--- config.mk ---
export PLATFORM = sky130hd
export DESIGN_NAME = gpu_cmd_queue
export DESIGN_NICKNAME = d
export VERILOG_FILES = /design/src/rtl/gpu_cmd_queue.sv
export SDC_FILE = /design/constraint.sdc
export NUM_CORES = 1
export LEC_CHECK = 0
export BUFFER_PORTS_ARGS = -buffer_cell sky130_fd_sc_hd__buf_2
export CORE_MARGIN = 1
export CORE_UTILIZATION = 50
export CTS_CLUSTER_SIZE = 8
export DETAILED_ROUTE_END_ITERATION = 8
export GPL_TIMING_DRIVEN = 0
export PLACE_DENSITY = 0.67
export REMOVE_ABC_BUFFERS = 1
export SYNTH_ARGS = -nofsm -noshare
export SYNTH_HDL_FRONTEND = slang
export SYNTH_SLANG_ARGS = --single-unit
export TNS_END_PERCENT = 1
--- constraint.sdc ---
create_clock -name clk -period 5.1 [get_ports clk]
set_input_delay 0.255 -clock clk [delete_from_list [all_inputs] [get_ports clk]]
set_output_delay 0.255 -clock clk [all_outputs]
set_load 0.03 [all_outputs]
--- src/rtl/gpu_cmd_queue.sv ---
// rtl/gpu_cmd_queue.sv - raster command FIFO with a single-outstanding GPU issue FSM
// Entries are popped on the IDLE->ISSUE edge; the GPU sees a one-cycle execute request.

package gpu_cmd_queue_pkg;
    typedef enum logic [2:0] {
        CMD_NOP       = 3'd0,
        CMD_PIXEL     = 3'd1,
        CMD_LINE      = 3'd2,
        CMD_RECT      = 3'd3,
        CMD_FILL_RECT = 3'd4,
        CMD_CLEAR     = 3'd5
    } raster_command_t;
endpackage

module gpu_cmd_queue
    import gpu_cmd_queue_pkg::*;
#(
    parameter int COORD_W       = 8,
    parameter int COLOUR_W      = 3,
    parameter int DEPTH         = 4,
    parameter int BUSY_WAIT_MAX = 4
) (
    input  logic                        clk,
    input  logic                        rst_sync,
    input  raster_command_t             cmd_in,
    input  logic [COORD_W-1:0]          x0_in,
    input  logic [COORD_W-1:0]          y0_in,
    input  logic [COORD_W-1:0]          x1_in,
    input  logic [COORD_W-1:0]          y1_in,
    input  logic [COLOUR_W-1:0]         colour_in,
    input  logic                        push,
    input  logic                        flush,
    output logic                        full,
    output logic [$clog2(DEPTH):0]      level,
    output logic                        overflow,
    output logic                        idle,
    output raster_command_t             gpu_command,
    output logic [COORD_W-1:0]          gpu_x0,
    output logic [COORD_W-1:0]          gpu_y0,
    output logic [COORD_W-1:0]          gpu_x1,
    output logic [COORD_W-1:0]          gpu_y1,
    output logic [COLOUR_W-1:0]         gpu_colour,
    output logic                        gpu_execute_request,
    input  logic                        gpu_busy
);

    localparam int PTR_W  = $clog2(DEPTH);
    localparam int LVL_W  = PTR_W + 1;
    localparam int WAIT_W = $clog2(BUSY_WAIT_MAX) + 1;
    localparam logic [LVL_W-1:0]  LVL_FULL  = LVL_W'(DEPTH);
    localparam logic [WAIT_W-1:0] WAIT_LAST = WAIT_W'(BUSY_WAIT_MAX - 1);

    typedef struct packed {
        raster_command_t       cmd;
        logic [COORD_W-1:0]    x0;
        logic [COORD_W-1:0]    y0;
        logic [COORD_W-1:0]    x1;
        logic [COORD_W-1:0]    y1;
        logic [COLOUR_W-1:0]   colour;
    } entry_t;

    typedef enum logic [1:0] {
        S_IDLE      = 2'd0,
        S_ISSUE     = 2'd1,
        S_WAIT_BUSY = 2'd2,
        S_WAIT_DONE = 2'd3
    } state_t;

    entry_t             r_mem [DEPTH];
    logic [PTR_W-1:0]   r_wr_ptr;
    logic [PTR_W-1:0]   r_rd_ptr;
    logic [LVL_W-1:0]   r_level;
    logic               r_overflow;
    logic               r_busy_q;
    logic [WAIT_W-1:0]  r_wait_cnt;
    entry_t             r_gpu;
    logic               r_req;
    state_t             r_state;
    state_t             w_state_next;

    logic               w_full;
    logic               w_push_ok;
    logic               w_pop;
    entry_t             w_wr_entry;

    assign w_full     = (r_level == LVL_FULL);
    // Space is judged on the registered level only, so a same-cycle pop never admits a push.
    assign w_push_ok  = push && !w_full && !flush;
    assign w_pop      = (w_state_next == S_ISSUE);
    assign w_wr_entry = '{cmd: cmd_in, x0: x0_in, y0: y0_in, x1: x1_in, y1: y1_in,
                          colour: colour_in};

    always_ff @(posedge clk) begin
        if (!rst_sync && w_push_ok) begin
            r_mem[r_wr_ptr] <= w_wr_entry;
        end
    end

    always_ff @(posedge clk) begin
        if (rst_sync || flush) begin
            r_wr_ptr   <= '0;
            r_rd_ptr   <= '0;
            r_level    <= '0;
            r_overflow <= 1'b0;
        end else begin
            if (w_push_ok) begin
                r_wr_ptr <= r_wr_ptr + 1'b1;
            end
            if (w_pop) begin
                r_rd_ptr <= r_rd_ptr + 1'b1;
            end
            case ({w_push_ok, w_pop})
                2'b10:   r_level <= r_level + 1'b1;
                2'b01:   r_level <= r_level - 1'b1;
                default: r_level <= r_level;
            endcase
            if (push && w_full) begin
                r_overflow <= 1'b1;
            end
        end
    end

    always_comb begin
        w_state_next = r_state;
        case (r_state)
            S_IDLE: begin
                if ((r_level != '0) && !gpu_busy && !flush) begin
                    w_state_next = S_ISSUE;
                end
            end
            S_ISSUE: begin
                w_state_next = S_WAIT_BUSY;
            end
            S_WAIT_BUSY: begin
                if (gpu_busy) begin
                    w_state_next = S_WAIT_DONE;
                end else if (r_wait_cnt == WAIT_LAST) begin
                    w_state_next = S_IDLE;
                end
            end
            S_WAIT_DONE: begin
                if (!gpu_busy) begin
                    w_state_next = S_IDLE;
                end
            end
            default: w_state_next = S_IDLE;
        endcase
    end

    always_ff @(posedge clk) begin
        if (rst_sync) begin
            r_state    <= S_IDLE;
            r_wait_cnt <= '0;
            r_gpu      <= '0;
            r_req      <= 1'b0;
        end else begin
            r_state <= w_state_next;
            r_req   <= w_pop;
            if (w_pop) begin
                r_gpu <= r_mem[r_rd_ptr];
            end
            if (r_state == S_WAIT_BUSY) begin
                r_wait_cnt <= r_wait_cnt + 1'b1;
            end else begin
                r_wait_cnt <= '0;
            end
        end
    end

    // idle uses a registered copy of gpu_busy so it has no combinational path from the input.
    always_ff @(posedge clk) begin
        r_busy_q <= gpu_busy;
    end

    assign full                = w_full;
    assign level               = r_level;
    assign overflow            = r_overflow;
    assign idle                = (r_level == '0) && (r_state == S_IDLE) && !r_busy_q;
    assign gpu_command         = r_gpu.cmd;
    assign gpu_x0              = r_gpu.x0;
    assign gpu_y0              = r_gpu.y0;
    assign gpu_x1              = r_gpu.x1;
    assign gpu_y1              = r_gpu.y1;
    assign gpu_colour          = r_gpu.colour;
    assign gpu_execute_request = r_req;

endmodule
==> implementation parameters <==
Parameter                              Value

Power and ir drop
  Internal power of the cells ... around 0.0029 W
  Worst vdd rail ir drop ... 0.000421 V
  Proportion of total power due to net switching ... around a fifth
  Comb pwr share ... 3.9%
  NetSw ... approximately 0.00074 W
  Share of total power in sequential cells ... about half
  Reported leakage power ... around 3.3 nW
  Total power divided by cell area ... ~380 nW/µm²
  Clock power share ... approximately 47%

Detailed routing
  Highest signal layer in the routed design ... met4
  Residual antenna-violating net count after detailed routing ... 0
  Total number of vias ... about 4500
  Total Routed Length ... between 15000 and 20000 µm
  Vias/cell ... 5.57
  Wire length per cell after detailed routing ... 19.3 µm
  Met1 wire length ... approximately 6500 µm
  Total iterations of the first detailed-routing run ... 6
  Detail Route met2 WL ... just under 8000 µm
  Iteration-0 DRC Markers ... roughly 330
  Number of remaining DRC errors ... 5
  Met3 wirelength from detailed routing ... approximately 940 µm

Clocking
  Post-CTS setup repair buffer count ... 0
  TritonCTS clock tree ... built
  H-tree depth ... 1
  Clock transition at the register clock pins on the worst setup and hold paths after CTS ... 0.05 ns
  CTS Sinks ... slightly above 200
  Clock latency at the later pin of the worst-skew pair ... about 0.52 ns
  Longest Clk Path Bufs ... 3
  Clock Root Buffer ... clkbuf_16
  CTS Buf Count ... 29

Worst hold path
  Type of the tightest min-delay check ... input pin to register

Place
  Port bufs ... between 80 and 90
  Final HPWL DP ... about 8700 µm
  Post-Place Worst Slack ... between 2 and 2.5 ns
  Final RePlAce weighted congestion ... 0.769

Worst setup path
  Path depth of the worst reg2reg path ... 9
  Beginning of the critical path ... gpu_busy
  Element type at the critical path end ... register
  Setup CP Type ... input pin to register
  Destination of the worst register-to-register timing path ... level[2]$_SDFFE_PP0P_
  Critical path fanouts, max ... 10
  Critical Path Start Type ... input pin
  Setup crit end ... level[2]$_SDFFE_PP0P_
  Arrival time of data at the critical path endpoint ... roughly 3.3 ns
  Slack of the worst reg-to-reg path ... around 2.3 ns
  RR Startpoint ... r_state[0]$_SDFF_PP0_
  Required arrival time at the worst endpoint ... 5.55 ns

STA
  Peak Freq ... 0.346 GHz
  Fin crit share ... 56.6%
  Max-slew headroom ... between 20 and 30%
  Largest clock skew in the final design ... between 0.008 and 0.009 ns
  Worst-margin pin slew ... roughly 1.0 ns
  Clock period minus final worst setup slack ... between 2 and 3 ns
  Final count of hold timing violations ... 0
  Unrepaired setup endpoints after global routing ... false
  Final worst-path setup slack ... between 2 and 2.5 ns
  Count of final max-slew check failures ... 0
  Setup-failing EPs final ... 0

Floorplanning
  Effective utilization at floorplan ... 51.7%
  Placeable core region ... 14700 µm²
  Die Height ... ~130 µm
  IO Pins ... between 80 and 90
  Standard-cell row count ... between 40 and 50
  Die width ... 125 µm
  Area of the die ... between 15000 and 20000 µm²

Synthesis
  Fraction of the yosys area taken by sequential cells ... 74.1%
  Post-synthesis cell area ... ~7600 µm²
  Count of unique library cells instantiated by Yosys ... 25
  Synthesized area per cell ... 16.6 µm²
  Area contributors post-synth ... edfxtp_1, dfxtp_1, mux4_2
  Number of synthesis warnings ... 0
  Number of synthesized register bits ... slightly above 200
  Cell count after synthesis ... 457
  Area share of the largest cell type after synthesis ... approximately three fifths
  Most area-hungry cell type in the Yosys netlist ... edfxtp_1

Cells and area
  Number of fill cells ... ~1100
  Total Nets Final ... ~650
  Fraction of layout instances using a drive strength above 1 ... 29.3%
  Antenna diode count ... 0
  Final core utilization ... about two thirds
  Area growth from synthesis to layout ... 25.6%

Flow run
  Number of violations of the max-capacitance limit ... 0

Global route
  Number of global-route vias before repair ... between 4000 and 5000
  Initial antenna violation count ... 0
  First-pass GRT wire length ... approximately 24000 µm
  Sum of overflow across all layers after global routing ... 0
  Largest net degree at the start of global routing ... 45
  All-layer global routing usage ... 20.2%

Status
  Violated checks ... design-rule violations
  Status ... finished with violations
worst min-delay path by stage:
stage	cells after the start	start	endpoint
3_3_place_gp	1	r_wait_cnt[0]$_SDFF_PP0_	r_wait_cnt[0]$_SDFF_PP0_
4_1_cts	3	push	overflow$_SDFFE_PP0P_
6_report	3	push	overflow$_SDFFE_PP0P_
2_1_floorplan	0	gpu_busy	r_busy_q$_DFF_P_
5_1_grt	3	push	r_wr_ptr[1]$_SDFFE_PP0P_
3_5_place_dp	1	r_wait_cnt[0]$_SDFF_PP0_	r_wait_cnt[0]$_SDFF_PP0_
placed cells by master, fill, tap and decap left out, types with 2 or more instances in the layout:
master,count
dfxtp_1,51
buf_4,4
dlygate4sd3_1,39
mux4_2,38
xor2_1,2
or3_1,2
nor2_1,13
buf_12,5
and3_2,4
clkbuf_16,29
buf_6,2
buf_2,87
o21ai_0,37
nand2_1,2
a21oi_1,46
nand3_1,41
or3b_2,2
inv_1,11
clkbuf_1,23
ha_1,7
o21ai_1,5
edfxtp_1,152
worst max-delay path: stages:
cell           delay (ns)
dlygate4sd3_1        0.53
buf_2                0.15
nor4_2               0.89
nand2_1              0.20
inv_1                0.11
ha_1                 0.18
inv_1                0.06
fa_1                 0.37
xor2_1               0.16
or3_1                0.30
a21oi_1              0.13
per-layer routing:
metal,vias up,GRT usage [%]
li1,2064,-
met1,2224,27.2
met2,150,34.0
met3,26,3.34
met4,0,6.46
met5,-,0
state kept, by name, summed over array words and instances (netlist names):
signal,count
gpu_colour,3
gpu_command,3
gpu_execute_request,1
gpu_x0,8
gpu_x1,8
gpu_y0,8
gpu_y1,8
level,3
overflow,1
r_busy_q,1
r_mem,152
r_rd_ptr,2
r_state,2
r_wait_cnt,3
r_wr_ptr,2
kinds of logic (layout without fill, tap and decap cells):
kind of cell             after synthesis  count (layout)  synth area share, %
AND/OR/NAND/NOR                       71              71                 4.81
flip-flops                           205             205                 74.1
multiplexers                          38              38                 11.3
buffers and inverters                 43             203                 2.21
adder cells (fa/ha/maj)                8               8                 1.42
XOR/XNOR                               2               2                0.231
AO/OA/AOI/OAI                         90              90                 6.00
cells in the mapped netlist:
library cell and number:
xor2_1 2, a211oi_1 1, o31ai_1 1, ha_1 7, nand3_1 41, or3_1 3
a21oi_1 46, or4_4 1, o21ai_1 5, or4_1 1, buf_2 5, edfxtp_1 152
dfxtp_1 53, o21ai_0 37, nand2_1 2, fa_1 1, and3_1 4, nor4_1 2
clkbuf_1 27, nor2_1 13, nor3_1 1, mux4_2 38, or3b_2 2, inv_1 11
or2_2 1
repair_timing:
action	CTS	global route
hold buffers	39	0
resized for setup	0	0
endpoints found under the hold margin	153	0
endpoints found under the setup margin	0	0
power by group through the flow:
stage | registers, W | logic (W) | clock network (W)
floorplan | 0.00186 | 0.0000428 | 0
global placement | 0.00185 | 0.000106 | 0
detailed placement | 0.00185 | 0.000119 | 0
CTS | 0.00182 | 0.000143 | 0.00173
global route | 0.00182 | 0.000154 | 0.00180
finish | 0.00182 | 0.000142 | 0.00170
through the flow:
stage	instance area, µm²	hold WS (ns)	cells	TNS (ns)	total power, W
2_1_floorplan	7470	0.283	425	0	0.00190
3_3_place_gp	8130	0.406	696	-80.64	0.00196
3_5_place_dp	8320	0.423	708	0	0.00197
4_1_cts	9540	0.0194	801	0	0.00369
5_1_grt	9540	0.0616	801	0	0.00377
6_report	9540	0.0432	801	0	0.00366
cell type report:
cell class	instances	area [µm²]	area share, %
clock buffer	52	812	8.51
clock inverter	2	13.8	0.144
inverter	11	41.3	0.433
multi-input combinational	209	1820	19.1
sequential	205	5630	59.0
tap	184	230	2.41
timing repair buffer	138	993	10.4
No activity file was read; power rests on OpenSTA's default activity.
